--- src/rtl/rx_data_demux_pkg.sv ---
// Shared serial-frame definitions: frame marker, channel count, FSM
// encoding and the 8-bit checksum used by both rx and tx frame paths.
package rx_data_demux_pkg;

    localparam logic [7:0] SYNC_BYTE_DEF = 8'hA5;
    localparam int         NUM_CH        = 10;

    typedef enum logic [2:0] {
        ST_IDLE = 3'd0,
        ST_ADDR = 3'd1,
        ST_DH   = 3'd2,
        ST_DL   = 3'd3,
        ST_CHK  = 3'd4
    } state_e;

    // Wrap-around sum of the frame body; the sync byte is never included.
    function automatic logic [7:0] sum8(input logic [7:0] a,
                                        input logic [7:0] b,
                                        input logic [7:0] c);
        return a + b + c;
    endfunction

endpackage

--- src/rtl/rx_data_demux_strb_edge.sv ---
// Rising-edge detector for a byte-ready level. History resets to 1 so a
// strobe already high when reset releases is not seen as a new byte.
module strb_edge (
    input  logic clk,
    input  logic reset,
    input  logic strb,
    output logic rise
);

    logic pre_strb_q;
    logic pre_strb_d;

    always_comb pre_strb_d = strb;

    // NOTE: sequential state uses non-blocking assignments only.
    always_ff @(posedge clk) begin
        if (reset) pre_strb_q <= 1'b1;
        else       pre_strb_q <= pre_strb_d;
    end

    assign rise = strb & ~pre_strb_q;

endmodule

--- src/rtl/rx_data_demux.sv ---
// Assembles SYNC/ADDR/DATA_H/DATA_L/CHK frames from the UART byte stream
// and writes verified 16-bit payloads into ten holding registers.
module rx_data_demux
    import rx_data_demux_pkg::*;
#(
    parameter logic [7:0]  SYNC_BYTE = SYNC_BYTE_DEF,
    parameter int unsigned TIMEOUT   = 1000
) (
    input  logic        clk,
    input  logic        reset,
    input  logic [7:0]  rx_data,
    input  logic        rx_strb,
    output logic [15:0] data_0,
    output logic [15:0] data_1,
    output logic [15:0] data_2,
    output logic [15:0] data_3,
    output logic [15:0] data_4,
    output logic [15:0] data_5,
    output logic [15:0] data_6,
    output logic [15:0] data_7,
    output logic [15:0] data_8,
    output logic [15:0] data_9,
    output logic        upd_strb,
    output logic [3:0]  upd_index,
    output logic        crc_err,
    output logic        addr_err,
    output logic        tout_err
);

    localparam logic [31:0] TOUT_LAST = 32'(TIMEOUT - 1);

    logic acc;

    state_e      state_q, state_d;
    logic [31:0] tcnt_q, tcnt_d;
    logic [7:0]  addr_q, addr_d;
    logic [7:0]  hi_q, hi_d;
    logic [7:0]  lo_q, lo_d;
    logic [15:0] data_q [NUM_CH];
    logic [15:0] data_d [NUM_CH];
    logic [3:0]  upd_index_q, upd_index_d;
    logic        upd_strb_q, upd_strb_d;
    logic        crc_err_q, crc_err_d;
    logic        addr_err_q, addr_err_d;
    logic        tout_err_q, tout_err_d;

    strb_edge u_strb_edge (
        .clk   (clk),
        .reset (reset),
        .strb  (rx_strb),
        .rise  (acc)
    );

    always_comb begin
        // NOTE: every next-state value gets a default first so no latch is inferred.
        state_d     = state_q;
        tcnt_d      = tcnt_q;
        addr_d      = addr_q;
        hi_d        = hi_q;
        lo_d        = lo_q;
        data_d      = data_q;
        upd_index_d = upd_index_q;
        upd_strb_d  = 1'b0;
        crc_err_d   = 1'b0;
        addr_err_d  = 1'b0;
        tout_err_d  = 1'b0;

        if (acc) begin
            tcnt_d = '0;
            case (state_q)
                ST_IDLE: if (rx_data == SYNC_BYTE) state_d = ST_ADDR;
                ST_ADDR: begin addr_d = rx_data; state_d = ST_DH; end
                ST_DH:   begin hi_d   = rx_data; state_d = ST_DL; end
                ST_DL:   begin lo_d   = rx_data; state_d = ST_CHK; end
                ST_CHK: begin
                    state_d = ST_IDLE;
                    if (rx_data != sum8(addr_q, hi_q, lo_q)) begin
                        crc_err_d = 1'b1;
                    end else if (addr_q < 8'(NUM_CH)) begin
                        for (int i = 0; i < NUM_CH; i++) begin
                            if (addr_q == 8'(i)) data_d[i] = {hi_q, lo_q};
                        end
                        upd_index_d = addr_q[3:0];
                        upd_strb_d  = 1'b1;
                    end else begin
                        addr_err_d = 1'b1;
                    end
                end
                default: state_d = ST_IDLE;
            endcase
        end else if (state_q == ST_IDLE) begin
            tcnt_d = '0;
        end else if (TIMEOUT != 0 && tcnt_q == TOUT_LAST) begin
            // Partial frame is abandoned; a byte arriving this cycle would have won.
            state_d    = ST_IDLE;
            tcnt_d     = '0;
            tout_err_d = 1'b1;
        end else begin
            tcnt_d = tcnt_q + 32'd1;
        end
    end

    always_ff @(posedge clk) begin
        if (reset) begin
            state_q     <= ST_IDLE;
            tcnt_q      <= '0;
            addr_q      <= '0;
            hi_q        <= '0;
            lo_q        <= '0;
            // NOTE: the holding registers are reset too; a mid-frame reset clears every output.
            for (int i = 0; i < NUM_CH; i++) data_q[i] <= '0;
            upd_index_q <= '0;
            upd_strb_q  <= 1'b0;
            crc_err_q   <= 1'b0;
            addr_err_q  <= 1'b0;
            tout_err_q  <= 1'b0;
        end else begin
            state_q     <= state_d;
            tcnt_q      <= tcnt_d;
            addr_q      <= addr_d;
            hi_q        <= hi_d;
            lo_q        <= lo_d;
            data_q      <= data_d;
            upd_index_q <= upd_index_d;
            upd_strb_q  <= upd_strb_d;
            crc_err_q   <= crc_err_d;
            addr_err_q  <= addr_err_d;
            tout_err_q  <= tout_err_d;
        end
    end

    assign data_0    = data_q[0];
    assign data_1    = data_q[1];
    assign data_2    = data_q[2];
    assign data_3    = data_q[3];
    assign data_4    = data_q[4];
    assign data_5    = data_q[5];
    assign data_6    = data_q[6];
    assign data_7    = data_q[7];
    assign data_8    = data_q[8];
    assign data_9    = data_q[9];
    assign upd_strb  = upd_strb_q;
    assign upd_index = upd_index_q;
    assign crc_err   = crc_err_q;
    assign addr_err  = addr_err_q;
    assign tout_err  = tout_err_q;

endmodule

--- config.mk ---
export PLATFORM = sky130hd
export DESIGN_NAME = rx_data_demux
export DESIGN_NICKNAME = d
export VERILOG_FILES = /design/src/rtl/rx_data_demux_pkg.sv /design/src/rtl/rx_data_demux_strb_edge.sv /design/src/rtl/rx_data_demux.sv
export SDC_FILE = /design/constraint.sdc
export NUM_CORES = 1
export LEC_CHECK = 0
export CAP_MARGIN = 30
export CELL_PAD_IN_SITES_DETAIL_PLACEMENT = 1
export CELL_PAD_IN_SITES_GLOBAL_PLACEMENT = 2
export CORE_ASPECT_RATIO = 0.9
export CORE_MARGIN = 10
export CORE_UTILIZATION = 36
export DETAILED_ROUTE_END_ITERATION = 10
export MAX_ROUTING_LAYER = met4
export PLACE_DENSITY_LB_ADDON = 0.1
export SLEW_MARGIN = 20
export SYNTH_ARGS = -nofsm -noshare
export SYNTH_HDL_FRONTEND = slang
export SYNTH_SLANG_ARGS = --single-unit
export TNS_END_PERCENT = 50
--- constraint.sdc ---
create_clock -name clk -period 6.6 [get_ports clk]
set_input_delay 1.32 -clock clk [delete_from_list [all_inputs] [get_ports clk]]
set_output_delay 1.32 -clock clk [all_outputs]
set_load 0.005 [all_outputs]
==> results.tsv, run 1 <==
stage	metric	value	unit
cts	tritoncts	done	
global_routing	overflow	0	
floorplan	coreArea	26300	sq um
cts	cts_inserted_buffers	26	
placed_design	gp_congestion	0.781	
placed_design	dpl.hpwl	20300	um
setup_path	path_class	reg -> reg	
cts	numClockSinks	228	
timing	setup_viol_count_final	0	
worst_hold_path	holdCritPathClass	reg -> reg	
power_and_ir_drop	power.ir.vdd_worst	0.000156	V
route	post_drt_via_cell_ratio	4.86	
floorplan	initial_utilization	36.9	%
worst_hold_path	min_delay_path_depth	1	
cts	bufs_on_longest_clock_path	3	
timing	unrepaired_setup_endpoints_after_global_routing	no	
cts	register_clock_pin_slew_on_the_reported_worst_setup_and_hold_paths	0.06	ns
cts	clockRootBuffer	clkbuf_16	
synthesis	yosysUniqueCellTypes	49	
power_and_ir_drop	pwr-share-comb	2.1	%
timing	worst_slack	2.72	ns
power_and_ir_drop	clock_power_share	48.9	%
setup_path	length_in_cells_of_the_worst_reg_to_reg_path	10	
global_routing	antenna_violations_before_repair	0	
finish	design.final.nets	1116	
timing	final.setup_skew	0.0125	ns
power_and_ir_drop	power_per_cell_area	224	nW/um^2
route	detail_route.first_pass.iterations	4	
power_and_ir_drop	power.internal	2.21	mW
timing	finalCritPeriodShare	58.8	%
floorplan	die_area	34000	sq um
synthesis	synth.yosys.seq_area_share	47.0	%
finish	drive_gt1_share	5.86	%
setup_path	timing.critical_path.arrival	4.31	ns
power_and_ir_drop	p_leak	5.30	nW
placed_design	dp_slack	2.27	ns
power_and_ir_drop	total_power	2.81	mW
floorplan	die_width	193	um
global_routing	global_route_usage_over_all_layers	17.7	%
setup_path	data_required_time_of_the_critical_path	7.03	ns
timing	timing.fmax	258	MHz
power_and_ir_drop	power.sequential.fraction	49.0	%
finish	fill_cells	2871	
route	postRouteWirelength	29900	um
timing	slew_violations	0	
route	via_count	7079	
floorplan	die_height	176	um
floorplan	i_o_pin_total	179	
cts	clock_tree.htree_level_count	1	
cts	cts_setup_buffers	0	
run_status	run_status	finished, final reports clean	
power_and_ir_drop	power.net_switching	0.600	mW
synthesis	yosys_warnings	0	
timing	max_slew.worst_pin.slew	0.853	ns
cts	ctsHoldBuffers	0	
timing	final_period_minus_worst_setup_slack	3.88	ns
finish	diodes	0	
route	ant_nets	0	
global_routing	grt_pass1_wl	45600	um
cts	worst_skew_pair.late_latency	0.53	ns
synthesis	syn_nets	964	
route	number_of_design_rule_violations_left_after_detail_routing	0	
route	initialDrtViolationCount	305	
floorplan	std_cell_rows	56	
synthesis	synth.cell_area	9710	sq um
synthesis	synth.ff_latch_count	228	
synthesis	postSynthCellCount	938	
timing	hold_viol_final	0	
cts	cts_repair_resize_count	0	
placed_design	io_buffers	178	
global_routing	grt_start_max_net_pins	115	
setup_path	critical_path_end_type	flip-flop	
timing	fin_tns_setup	0	ns
timing	relSlewSlack	43.1	%
global_routing	number_of_global_route_vias_before_repair	7372	
power_and_ir_drop	netSwitchingFraction	21.4	%
route	routedWlPerCell	20.5	um
setup_path	critical_path_launch_point_type	flip-flop	
setup_path	cp_max_fo	16	
flow_run	drv_cap	0	
placed_design	detailed_place.area	11700	sq um
finish	final_cell_area	12500	sq um
finish	area_delta_synth_final	29.1	%
synthesis	syn_avg_cell_area	10.4	sq um
finish	layout.cells.most_common_list	228 x dfxtp_1, 188 x nand2b_1, 180 x mux2i_1, 177 x clkdlybuf4s50_1, 63 x nor2_1	
finish	mostFrequentLayoutCell	dfxtp_1	
-- per-layer routing --
metal  wire, um  part of all wire (%)  global-route usage, %
met5          0                     0                      -
met3       1810                   6.1                   4.71
met1      14000                    47                   22.8
met4        468                   1.6                   3.36
met2      13600                    45                   27.6
-- sequential cells by signal (all words and copies together), names as in the netlist, 3 cells and up --
name,count
hi_q,8
data_3,16
upd_index,4
data_8,16
data_9,16
state_q,3
data_7,16
addr_q,8
data_4,16
data_6,16
data_2,16
data_1,16
data_0,16
tcnt_q,32
data_5,16
lo_q,8
-- area by class of cell --
type | count | area (sq um) | share of cell area, %
Clock buffer | 42 | 782 | 6.24
Tap cell | 348 | 435 | 3.47
Clock inverter | 5 | 27.5 | 0.220
Multi-Input combinational cell | 637 | 4810 | 38.4
Inverter | 9 | 33.8 | 0.269
Sequential cell | 228 | 4560 | 36.4
Timing Repair Buffer | 188 | 1880 | 15.0
-- per-stage QoR --
| step | utilization, % | cells | hold slack [ns] |
|---|---|---|---|
| global placement | 44.3 | 1407 | 0.431 |
| floorplan | - | 938 | 0.418 |
| finish | 47.6 | 1457 | 0.457 |
| CTS | 47.4 | 1454 | 0.459 |
| detailed placement | 44.3 | 1407 | 0.447 |
| global route | 47.6 | 1457 | 0.478 |
-- power groups by stage --
| stage | clock network [mW] | logic (mW) | registers, mW |
|---|---|---|---|
| floorplan | 0 | 0.0403 | 1.41 |
| finish | 1.37 | 0.0600 | 1.38 |
| global placement | 0 | 0.0586 | 1.41 |
| CTS | 1.41 | 0.0590 | 1.38 |
| global route | 1.47 | 0.0648 | 1.38 |
| detailed placement | 0 | 0.0588 | 1.41 |
-- cells by family (layout without fill, tap and decap cells) --
kind of cell               after synthesis  after routing  synth area share (%)
AOI/OAI and AO/OA                       31             31                  1.76
xor gates and xnor gates                40             40                  3.83
adders and majority gates               15             15                  2.55
buffers and inverters                   73            244                  3.44
DFF                                    228            228                  47.0
muxes                                  180            180                  18.6
and+or+nand+nor                        371            371                  22.9
-- cells in the mapped netlist, drive strengths merged --
library cell    n  area (sq um)
nor2           63           236
o21ai           5          25.0
and3            9          57.6
nand2b        189          1180
fa              8           160
clkbuf         33           125
nor4bb          2          20.0
a21o            2          15.0
a211oi          2          15.0
nand2          23          86.3
dfxtp         228          4560
xnor2          23           209
and2            1          6.26
nand4b          2          17.5
nor4           10          62.6
inv             9          33.8
xor2           16           140
nand4          15           203
and4b           1          10.0
or4             1          7.51
or2             2          12.5
buf            31           175
or4b            1          10.0
nor4b           2          23.8
a21oi          21           109
and4            2          17.5
and2b           1          7.51
ha              7          87.6
or3             5          31.3
a22oi           1          7.51
nor3            9          50.1
xnor3           1          22.5
nor2b           5          31.3
nand3          28           145
mux2i         180          1800
-- path summary, 6_finish.rpt --
kind         startpoint         end  slack, ns
max           addr_q[1]  data_9[13]       2.72
min           tcnt_q[0]   tcnt_q[0]       0.46
min reg2reg   tcnt_q[0]   tcnt_q[0]       0.46
max reg2reg   addr_q[1]  data_9[13]       2.72
-- worst max-delay path: stages, from the launching register on --
cell	delay, ns
dfxtp_1	0.52
fa_1	0.46
ha_1	0.24
fa_1	0.42
nand3_1	0.16
a21oi_1	0.08
a211oi_1	0.39
xnor2_2	0.16
buf_4	0.29
nand4_2	0.67
mux2i_1	0.40
(Power assumes the default switching activity.)
==> run 2: changes to the inputs <==
--- a/config.mk
+++ b/config.mk
@@ -10,7 +10,7 @@
 export CELL_PAD_IN_SITES_GLOBAL_PLACEMENT = 2
 export CORE_ASPECT_RATIO = 0.9
 export CORE_MARGIN = 10
-export CORE_UTILIZATION = 36
+export CORE_UTILIZATION = 33
 export DETAILED_ROUTE_END_ITERATION = 10
 export MAX_ROUTING_LAYER = met4
 export PLACE_DENSITY_LB_ADDON = 0.1
==> constraint.sdc (replaced) <==
create_clock -name clk -period 3.6 [get_ports clk]
set_input_delay 0.72 -clock clk [delete_from_list [all_inputs] [get_ports clk]]
set_output_delay 0.72 -clock clk [all_outputs]
set_load 0.005 [all_outputs]
==> results.tsv, run 2 (synthesis gave the netlist of run 1 again) <==
stage	metric	value	unit
floorplan	die_width	201	um
power_and_ir_drop	p_leak	5.42	nW
timing	worst_slack	0.224	ns
timing	finalCritPeriodShare	93.8	%
finish	diodes	0	
route	detail_route.first_pass.iterations	4	
power_and_ir_drop	power_per_cell_area	420	nW/um^2
cts	clock_tree.htree_level_count	1	
floorplan	die_area	36700	sq um
timing	setup_viol_count_final	0	
cts	tritoncts	done	
setup_path	critical_path.slowest_cell	fa_1	
finish	fill_cells	3189	
power_and_ir_drop	power.net_switching	1.13	mW
worst_hold_path	holdCritPathClass	reg -> reg	
power_and_ir_drop	power.internal	4.23	mW
global_routing	overflow	0	
global_routing	number_of_global_route_vias_before_repair	7454	
finish	drive_gt1_share	7.64	%
timing	timing.hold.ws	0.446	ns
cts	bufs_on_longest_clock_path	3	
finish	layout.cells.most_common_list	228 x dfxtp_1, 188 x nand2b_1, 180 x mux2i_1, 177 x clkdlybuf4s50_1, 63 x nor2_1	
placed_design	gp_congestion	0.778	
power_and_ir_drop	power.ir.vdd_worst	0.000304	V
global_routing	antenna_violations_before_repair	0	
setup_path	timing.critical_path.arrival	3.75	ns
floorplan	die_height	183	um
setup_path	crit_path_cell_trace	fa_1 > ha_1 > fa_1 > nand3_1 > a21oi_1 > a211oi_1 > xnor2_2 > buf_6 > nand4_4 > mux2i_1	
route	postRouteWirelength	30400	um
floorplan	std_cell_rows	59	
global_routing	grt_pass1_wl	47000	um
setup_path	path_class	reg -> reg	
power_and_ir_drop	netSwitchingFraction	21.1	%
route	via_count	7106	
setup_path	slowest_delay	0.44	ns
timing	unrepaired_setup_endpoints_after_global_routing	no	
cts	clockRootBuffer	clkbuf_16	
cts	worst_skew_pair.late_latency	0.54	ns
timing	slew_violations	0	
route	ant_nets	0	
finish	largest_register	tcnt_q	
timing	final_period_minus_worst_setup_slack	3.38	ns
route	initialDrtViolationCount	253	
setup_path	length_in_cells_of_the_worst_reg_to_reg_path	10	
setup_path	timing.rr.start	hi_q[1]	
route	number_of_design_rule_violations_left_after_detail_routing	0	
timing	relSlewSlack	45.4	%
setup_path	cp_max_fo	16	
timing	final.setup_skew	0.0129	ns
finish	area_delta_synth_final	31.6	%
setup_path	critical_path_end_type	flip-flop	
global_routing	grt_start_max_net_pins	72	
cts	register_clock_pin_slew_on_the_reported_worst_setup_and_hold_paths	0.06	ns
route	post_drt_via_cell_ratio	4.67	
setup_path	r2r_end	data_6[12]	
setup_path	data_required_time_of_the_critical_path	3.98	ns
finish	mostFrequentLayoutCell	dfxtp_1	
cts	cts_repair_resize_count	0	
route	routedWlPerCell	20.0	um
placed_design	dpl.hpwl	21300	um
setup_path	critPathMostFrequentCell	fa_1	
floorplan	i_o_pin_total	179	
setup_path	critPathCapture	data_6[12]	
finish	largest_register_ffs	32	
power_and_ir_drop	power.sequential.fraction	47.1	%
cts	cts_inserted_buffers	26	
global_routing	global_route_usage_over_all_layers	16.7	%
placed_design	dp_slack	0.178	ns
flow_run	drv_cap	0	
setup_path	r2r_slack	0.22	ns
floorplan	initial_utilization	33.6	%
cts	numClockSinks	228	
timing	timing.fmax	296	MHz
finish	design.final.nets	1132	
floorplan	coreArea	28900	sq um
power_and_ir_drop	total_power	5.36	mW
setup_path	critical_path_launch_point_type	flip-flop	
timing	hold_viol_final	0	
cts	ctsHoldBuffers	0	
power_and_ir_drop	pwr-share-comb	2.1	%
power_and_ir_drop	clock_power_share	50.9	%
placed_design	io_buffers	178	
timing	max_slew.worst_pin.slew	0.820	ns
run_status	run_status	finished, final reports clean	
setup_path	timing.critical_path.from	hi_q[1]	
run 2: changes by cell type in the layout (fill, tap and decap cells not counted):
cell,previous run,this run
clkinv_4,0,1
clkinvlp_4,1,0
clkinv_2,4,5
buf_8,1,0
clkbuf_1,10,5
clkbuf_8,5,7
buf_4,9,25
bufinv_16,0,2
buf_12,0,1
buf_6,0,1
buf_16,1,0
run 2: worst max-delay path, delay by kind of cell (launching register included):
family / cells / cell delay (ns)
adder cells (fa/ha/maj): 3 / 1.08
AND/OR/NAND/NOR: 2 / 0.53
AO/OA/AOI/OAI: 2 / 0.44
XOR/XNOR: 1 / 0.28
buffers and inverters: 1 / 0.24
flip-flops: 1 / 0.40
multiplexers: 1 / 0.23
run 2: power by group through the flow:
| stage | clock network, mW | registers [mW] | logic (mW) |
|---|---|---|---|
| 5_1_grt | 2.91 | 2.52 | 0.120 |
| 3_5_place_dp | 0 | 2.58 | 0.113 |
| 2_1_floorplan | 0 | 2.58 | 0.0739 |
| 4_1_cts | 2.81 | 2.52 | 0.113 |
| 6_report | 2.73 | 2.52 | 0.111 |
| 3_3_place_gp | 0 | 2.58 | 0.113 |
run 2: layout make-up:
cell class | instances | area [sq um] | area share (%)
clock inverter | 8 | 93.8 | 0.734
tap | 396 | 495 | 3.88
timing repair buffer | 204 | 1990 | 15.6
clock buffer | 39 | 791 | 6.19
sequential | 228 | 4560 | 35.7
inverter | 9 | 33.8 | 0.264
multi-input combinational | 637 | 4810 | 37.7
run 2: worst min-delay path by stage:
stage                     from         end  slack (ns)  cells past startpoint
floorplan            tcnt_q[0]   tcnt_q[0]        0.42                      1
global route        data_1[12]  data_1[12]        0.49                      2
CTS                  tcnt_q[0]   tcnt_q[0]        0.45                      1
finish               tcnt_q[0]   tcnt_q[0]        0.45                      1
detailed placement   tcnt_q[0]   tcnt_q[0]        0.44                      1
global placement     tcnt_q[0]   tcnt_q[0]        0.43                      1
run 2: stage by stage:
stage | utilization [%] | TNS [ns] | instance area, sq um | std cells
floorplan | - | 0 | 9710 | 938
finish | 44.2 | 0 | 12800 | 1521
CTS | 44.1 | 0 | 12800 | 1520
detailed placement | 41.0 | 0 | 11900 | 1473
global route | 44.2 | 0 | 12800 | 1521
global placement | 41.0 | -2.77 | 11900 | 1472
run 2: what timing repair did:
| item | 4_1_cts | 5_1_grt |
|---|---|---|
| setup endpoints to repair | 0 | 1 |
| setup buffers | 0 | 1 |
| endpoints found under the hold margin | 0 | 0 |
run 2: per-layer routing:
layer  part of all wire (%)  vias to the layer above  GRT usage, %
li1                       -                     3473             -
met1                     48                     3459          21.7
met2                     44                      137          25.5
met3                    5.7                       37          4.37
met4                    1.8                        0          3.54
met5                      0                        -             -
==> run 3: changes to the inputs <==
--- a/config.mk
+++ b/config.mk
@@ -5,7 +5,7 @@
 export SDC_FILE = /design/constraint.sdc
 export NUM_CORES = 1
 export LEC_CHECK = 0
-export CAP_MARGIN = 30
+export CAP_MARGIN = 5
 export CELL_PAD_IN_SITES_DETAIL_PLACEMENT = 1
 export CELL_PAD_IN_SITES_GLOBAL_PLACEMENT = 2
 export CORE_ASPECT_RATIO = 0.9
==> results.tsv, run 3 (synthesis gave the netlist of run 1 again) <==
stage	metric	value	unit
cts	clock_tree.htree_level_count	1	
route	number_of_design_rule_violations_left_after_detail_routing	0	
setup_path	r2r_end	data_3[6]	
cts	worst_skew_pair.late_latency	0.53	ns
setup_path	timing.rr.start	hi_q[1]	
floorplan	die_height	183	um
global_routing	overflow	0	
setup_path	cp_max_fo	14	
finish	largest_register_ffs	32	
global_routing	antenna_violations_before_repair	0	
setup_path	path_class	reg -> reg	
placed_design	gp_congestion	0.778	
setup_path	length_in_cells_of_the_worst_reg_to_reg_path	10	
flow_run	drv_cap	0	
route	detail_route.first_pass.iterations	4	
route	met3_wirelength	1830	um
finish	fin_util	44.2	%
setup_path	data_required_time_of_the_critical_path	4.04	ns
timing	timing.fmax	293	MHz
cts	numClockSinks	228	
placed_design	io_buffers	178	
finish	mostFrequentLayoutCell	dfxtp_1	
global_routing	global_route_usage_over_all_layers	16.5	%
finish	area_delta_synth_final	31.7	%
timing	hold_viol_final	0	
timing	max_slew.worst_pin.slew	0.796	ns
route	ant_nets	0	
floorplan	die_width	201	um
route	postRouteWirelength	30300	um
floorplan	std_cell_rows	59	
route	initialDrtViolationCount	316	
cts	cts_inserted_buffers	26	
route	wirelength_met1	14800	um
cts	clockRootBuffer	clkbuf_16	
route	post_drt_via_cell_ratio	4.65	
global_routing	number_of_global_route_vias_before_repair	7354	
global_routing	grt_start_max_net_pins	72	
cts	register_clock_pin_slew_on_the_reported_worst_setup_and_hold_paths	0.06	ns
floorplan	die_area	36700	sq um
setup_path	timing.critical_path.arrival	3.86	ns
route	highest_layer	met4	
power_and_ir_drop	p_leak	5.42	nW
global_routing	grt_pass1_wl	46700	um
setup_path	critical_path_end_type	flip-flop	
timing	final_period_minus_worst_setup_slack	3.42	ns
timing	setup_viol_count_final	0	
timing	relSlewSlack	46.9	%
worst_hold_path	min_delay_worst_endpoint	tcnt_q[0]	
finish	drive_gt1_share	8.07	%
timing	worst_slack	0.182	ns
finish	layout.cells.most_common_list	228 x dfxtp_1, 188 x nand2b_1, 180 x mux2i_1, 177 x clkdlybuf4s50_1, 63 x nor2_1	
route	routedWlPerCell	19.9	um
cts	bufs_on_longest_clock_path	3	
route	via_count	7078	
timing	fin_tns_setup	0	ns
setup_path	r2r_slack	0.18	ns
finish	diodes	0	
timing	unrepaired_setup_endpoints_after_global_routing	no	
placed_design	dpl.hpwl	21200	um
timing	finalCritPeriodShare	94.9	%
finish	fill_cells	3189	
setup_path	critical_path_launch_point_type	flip-flop	
timing	final.setup_skew	0.00966	ns
timing	slew_violations	0	
power_and_ir_drop	power.ir.vdd_worst	0.000304	V
route	met2WireLength	13200	um
cts	tritoncts	done	
power_and_ir_drop	power_per_cell_area	414	nW/um^2
run_status	run_status	finished, final reports clean	
finish	largest_register	tcnt_q	
worst_hold_path	worstHoldStart	tcnt_q[0]	
worst_hold_path	min_delay_path_depth	1	
finish	design.final.nets	1134	
floorplan	i_o_pin_total	179	
worst_hold_path	holdCritPathClass	reg -> reg	
floorplan	initial_utilization	33.6	%
placed_design	dp_slack	-0.163	ns
floorplan	coreArea	28900	sq um
-- run 3: cell count changes in the layout (fill, tap and decap cells not counted), moves of 2 or more --
cell / before / now
clkinvlp_4: 0 / 4
clkbuf_1: 5 / 2
clkinv_2: 5 / 7
buf_4: 25 / 27
-- run 3: worst max path at each step --
stage	from	endpoint	slack (ns)	cells past startpoint
after floorplan	addr_q[0]	data_0[10]	0.47	13
after global placement	rx_data[7]	data_2[5]	-0.10	7
after detailed placement	rx_data[7]	data_2[10]	-0.16	7
after CTS	hi_q[1]	data_2[10]	0.003	9
after global routing	hi_q[1]	data_3[6]	0.004	10
final	hi_q[1]	data_3[6]	0.18	10
-- run 3: timing repair --
| item | in CTS | in global routing |
|---|---|---|
| buffers inserted | 0 | 4 |
| endpoints found under the setup margin | 32 | 50 |
| pin swaps | 0 | 3 |
| gates resized for setup | 1 | 0 |
| cloned | 0 | 0 |
| hold buffers | 0 | 0 |
-- run 3: area by class of cell --
cell class                      instances  area (sq um)  share of cell area, %
Multi-Input combinational cell        637          4820                   37.7
Sequential cell                       228          4560                   35.7
Timing Repair Buffer                  206          2010                   15.7
Clock buffer                           35           766                   5.99
Tap cell                              396           495                   3.87
Clock inverter                         12          95.1                  0.743
Inverter                                9          33.8                  0.264
-- run 3: where the power goes --
part | internal (mW) | switching (mW)
Sequential | 2.52 | 0.000270
Combinational | 0.0529 | 0.0579
Clock | 1.56 | 1.10
Total | 4.14 | 1.16
-- run 3: layer usage --
metal  global-route usage (%)  up-vias
li1                         -     3469
met1                     21.8     3430
met2                     25.0      144
met3                     4.35       35
met4                     3.21        0
met5                        -        -
-- run 3: through the flow --
stage	std cells	total power, mW	cell area [sq um]	hold slack [ns]
after floorplan	938	2.65	9710	0.418
after global placement	1472	2.69	11900	0.429
after detailed placement	1472	2.69	11900	0.437
after CTS	1519	5.37	12700	0.450
after global routing	1523	5.48	12800	0.493
final	1523	5.29	12800	0.446
-- run 3: worst max-delay path, cell delays in order (launching register included) --
cell      delay, ns
dfxtp_1        0.39
fa_1           0.44
ha_1           0.24
fa_1           0.41
nand3_1        0.15
a21oi_1        0.09
a211oi_1       0.51
xnor2_4        0.34
and4_1         0.32
buf_4          0.23
mux2i_1        0.22
==> variant 1: new RTL, flow settings as in run 2 <==
`NUM_CH`: 10 -> 20.
--- a/src/rtl/rx_data_demux_pkg.sv
+++ b/src/rtl/rx_data_demux_pkg.sv
@@ -3,7 +3,7 @@
 package rx_data_demux_pkg;
 
     localparam logic [7:0] SYNC_BYTE_DEF = 8'hA5;
-    localparam int         NUM_CH        = 10;
+    localparam int         NUM_CH        = 20;
 
     typedef enum logic [2:0] {
         ST_IDLE = 3'd0,
Behaviour: same outputs for any inputs over 4 cycles, from zero or initial values and one cycle with reset high; that may be too few to reach the edited logic, so the function may still have changed.
==> variant 1 against run 2 <==
Clock skew down 0.0023 ns; sequential power about the same; worst setup slack about the same; synthesized cell count up 0.53%; hold slack better by 0.011 ns; utilization up 0.24 points; power up 1.2%; largest cell class unchanged; via count up 1.4%; die area about the same; cell area up 0.80%; routed wire length up 3.0%; sequential cell count unchanged; global-route usage up 0.31 points; synthesized area about the same.
==> variant 1: results (changes against run 2) <==
grt:
  grt_pass1_vias: 7455  # +0.013%
  grt_max_degree: 90  # +25%
  antenna_found_initial: 1  # +1
  grt_use_total_pct: 17.0  # +0.31 points
  grt_pass1_wl_um: 47600  # +1.2%
power_and_ir_drop:
  leakage_nw: 5.47  # +0.95%
  p_int_mw: 4.29  # +1.4%
  vdd_drop_max_mv: 0.332  # +9.1%
timing:
  relSlewSlack_pct: 38.8  # -6.5 points
  skew_ns: 0.0106  # -0.00232 ns
placed_design:
  placed_area_um2: 11900  # +0.13%
  io_buffers: 178  # unchanged
  pre_cts_ws_ns: 0.118  # -0.0597 ns
  dp_cells: 1479  # +0.41%
  globalplace.congestion: 0.753  # -3.3%
  hpwlAfterDp_um: 21600  # +1.6%
finish:
  fillers: 3200  # +0.34%
  drive_gt1_share_pct: 8.22  # +0.57 points
  final_nets: 1141  # +0.80%
  antennaDiodeCount: 0  # unchanged
  regMostFlops: "tcnt_q"
  largest_register_ffs: 32  # unchanged
synth:
  ys_warn_count: 0  # unchanged
  async_reset_ff_share_pct: 0  # unchanged
  synth_area_per_cell_um2: 10.3  # -0.45%
  yosys.cell_types.count: 40  # -18%
  syn-num-nets: 969  # +0.52%
  synth_commonest_cells: "dfxtp_1, nand2b_1, mux2i_1"
  ys_seq_area_share_pct: 47.0  # about the same
  synthTopCellsByArea: "dfxtp_1, mux2i_1, nand2b_1"
cts:
  h-tree-depth: 1  # unchanged
  clockBufferDepth: 3  # unchanged
  root_buffer: "clkbuf_16"
  cts_buffers: 26  # unchanged
  clk_pin_slew_worst_paths_ns: 0.06  # about the same
route:
  vias: 7209  # +1.4%
  drt-initial-drc-count: 335  # +32%
  avgViaCountPerCell: 4.72  # +0.98%
  wl_per_cell_um: 20.5  # +2.5%
  first_pass_iters: 4  # unchanged
min_path:
  min_path_type: "reg -> reg"
worst_setup_path:
  path_max_fanout: 16  # unchanged
  worstPathArrival_ns: 3.75  # about the same
status:
  outcome: "complete, no violations"
==> variant 1: cell count changes after synthesis, sizes merged, moves of 4 or more <==
cell,before,now
a31o,0,4
inv,9,15
mux2i,180,176
nand2,23,28
nand2b,189,178
xor2,16,22
==> variant 1: final cells by class <==
type,instances,area [µm²],share of cell area (%)
multi-input cells,639,4790,37.2
flip-flops and latches,228,4560,35.4
repair buffers,205,2070,16.1
clock buffers,36,778,6.04
well taps,396,495,3.85
clock inverters,9,134,1.04
inverters,15,56.3,0.437
==> variant 1: repair_timing <==
action,4_1_cts,5_1_grt
hold buffers,0,0
gates resized for setup,0,1
setup endpoints to repair,0,46
setup buffers,0,4
==> variant 1: path summary, 6_finish.rpt <==
check | to | start | depth (start not counted) | slack [ns]
setup / recovery | data_7[6]$_SDFFE_PP0P_ | addr_q[0]$_SDFFE_PP0P_ | 11 | 0.22
hold / removal | tcnt_q[0]$_SDFF_PP0_ | tcnt_q[0]$_SDFF_PP0_ | 1 | 0.46
setup reg to reg | data_7[6]$_SDFFE_PP0P_ | addr_q[0]$_SDFFE_PP0P_ | 11 | 0.22
hold reg to reg | tcnt_q[0]$_SDFF_PP0_ | tcnt_q[0]$_SDFF_PP0_ | 1 | 0.46
==> variant 1: power groups by stage <==
| stage | clock network (mW) | logic, mW | registers, mW |
|---|---|---|---|
| 2_1_floorplan | 0 | 0.0733 | 2.58 |
| 3_3_place_gp | 0 | 0.112 | 2.58 |
| 3_5_place_dp | 0 | 0.111 | 2.58 |
| 4_1_cts | 2.87 | 0.111 | 2.52 |
| 5_1_grt | 2.98 | 0.119 | 2.52 |
| 6_report | 2.80 | 0.110 | 2.52 |
==> variant 1: per-layer routing <==
metal	vias up	share of wire (%)	track usage, %	wire length [µm]
met2	152	46	26.8	14300
met5	-	0	-	0
li1	3517	-	-	-
met4	0	1.4	3.00	450
met3	33	7.3	5.20	2280
met1	3507	45	21.2	14200
==> variant 1: cells by family after synthesis <==
kind of cell	synth area share [%]
and+or+nand+nor	22.2
DFF	47.0
muxes	18.1
buffers and inverters	3.82
xor gates and xnor gates	3.98
AOI/OAI and AO/OA	2.41
adders and majority gates	2.55
==> variant 1: worst max-delay path, cell delays in order, from the launching register on <==
cell and delay (ns):
dfxtp_1 0.33, inv_1 0.08, fa_1 0.42, inv_1 0.07, ha_1 0.20, fa_1 0.45
xor2_1 0.16, nor3_1 0.19, nand4b_1 0.20, nor2_4 0.43, nand4_4 0.44, mux2i_1 0.23
==> variant 2: new RTL, config.mk and constraints of run 2 <==
Made on the original files. Make the reset (`reset`) asynchronous in 2 clocked blocks.
--- a/src/rtl/rx_data_demux_strb_edge.sv
+++ b/src/rtl/rx_data_demux_strb_edge.sv
@@ -13,7 +13,7 @@
     always_comb pre_strb_d = strb;
 
     // NOTE: sequential state uses non-blocking assignments only.
-    always_ff @(posedge clk) begin
+    always_ff @(posedge clk or posedge reset) begin
         if (reset) pre_strb_q <= 1'b1;
         else       pre_strb_q <= pre_strb_d;
     end
--- a/src/rtl/rx_data_demux.sv
+++ b/src/rtl/rx_data_demux.sv
@@ -100,7 +100,7 @@
         end
     end
 
-    always_ff @(posedge clk) begin
+    always_ff @(posedge clk or posedge reset) begin
         if (reset) begin
             state_q     <= ST_IDLE;
             tcnt_q      <= '0;
Formal check against the unedited RTL: same outputs for any inputs over 4 cycles, from zero or initial values and one cycle with reset high; that may be too few to reach the edited logic, so the function may still have changed.
==> variant 2 against run 2 <==
Routed wire length is 4.4% lower; cell area rose by 4.7%; sequential share of layout area is 6.9 points higher; worst setup slack got worse by 0.067 ns; sequential cell count unchanged; die area rose by 2.2%; count of clock-buffer cells in the layout decreased by 4; first-iteration DRC count down 4.0%; synthesized area up 2.4%; critical path type unchanged; largest cell class is now flip-flops and latches.
Power is not compared: it rests on default switching activity, and its combinational part moved more than twofold at a synthesized area within 25%.
==> variant 2: results (changes against run 2) <==
route:
  routed_wl_um: 29000  # -4.4%
  drt-initial-drc-count: 243  # -4.0%
  vias: 6271  # -12%
  wl_per_cell_um: 22.1  # +11%
placed_design:
  hpwlAfterDp_um: 21300  # +0.17%
  dp_cells: 1264  # -14%
  globalplace.congestion: 0.774  # -0.57%
synth:
  synthTopCellsByArea: "dfrtp_1, mux2_2, mux2_1"
  async_reset_ff_share_pct: 100  # +100 points
  ys_warn_count: 0  # unchanged
  synth_commonest_cells: "dfrtp_1, mux2_2, mux2_1"
  synth_xor_area_share_pct: 4.45  # +0.63 points
  synth_area_per_cell_um2: 14.5  # +40%
  synthFlopType: "dfrtp_1"
  synth.area.mux_share_pct: 22.3  # +3.7 points
  synthAdderAreaFrac_pct: 2.49  # -0.060 points
  ys_seq_area_share_pct: 57.4  # +10 points
worst_setup_path:
  path_max_fanout: 8  # -8
  r2r_cells: 12  # +2
  crit_end: "data_2[10]$_DFFE_PP0P_"
  rrSetupSlack_ns: 0.16  # -0.07 ns
  worstPathArrival_ns: 3.86  # +0.11 ns
cts:
  cts_setup_buffers: 2  # +2
  post_cts_resized: 1  # +1
min_path:
  hold_path.startpoint: "tcnt_q[0]$_DFF_PP0_"
  min_delay_path_depth: 1  # unchanged
  hold_path_end: "tcnt_q[0]$_DFF_PP0_"
grt:
  grt_max_degree: 89  # +24%
  grt_use_total_pct: 16.0  # -0.70 points
  grt_util_met1_pct: 21.3  # -0.45 points
  grt_pass1_vias: 6963  # -6.6%
  met3_usage_pct: 2.62  # -1.8 points
finish:
  final_nets: 920  # -19%
  area_growth_syn_to_layout_pct: 34.6
  drive_gt1_share_pct: 26.0  # +18 points
status:
  outcome: "complete, no violations"
power_and_ir_drop:
  switching_share_pct: 33.9
timing:
  timing.hold.ws_ns: 0.486  # +0.0394 ns
  relSlewSlack_pct: 54.2  # +8.8 points
==> variant 2: stage by stage <==
stage	total power, mW	utilization (%)	worst slack, ns	cell area [µm²]
2_1_floorplan	4.72	-	-0.0992	9950
3_3_place_gp	5.36	41.4	0.0492	12300
3_5_place_dp	5.45	41.4	-0.0388	12300
4_1_cts	8.42	44.7	0.0119	13300
5_1_grt	8.78	44.9	-0.0626	13400
6_report	8.28	44.9	0.157	13400
==> variant 2: cell type report <==
type	count	area share, %
flip-flops and latches	228	42.6
multi-input cells	413	29.8
clock inverters	12	1.70
inverters	8	0.252
repair buffers	217	16.4
well taps	403	3.77
clock buffers	35	5.41
==> variant 2: cells by family after synthesis <==
family,count (synthesis)
DFF,228
AOI/OAI and AO/OA,16
muxes,187
xor gates and xnor gates,45
and+or+nand+nor,150
buffers and inverters,43
adders and majority gates,15
==> variant 2: routing by layer <==
layer	vias up	part of all wire (%)
li1	2825	-
met2	122	47
met5	-	0
met1	3292	47
met4	0	1.4
met3	32	4.4
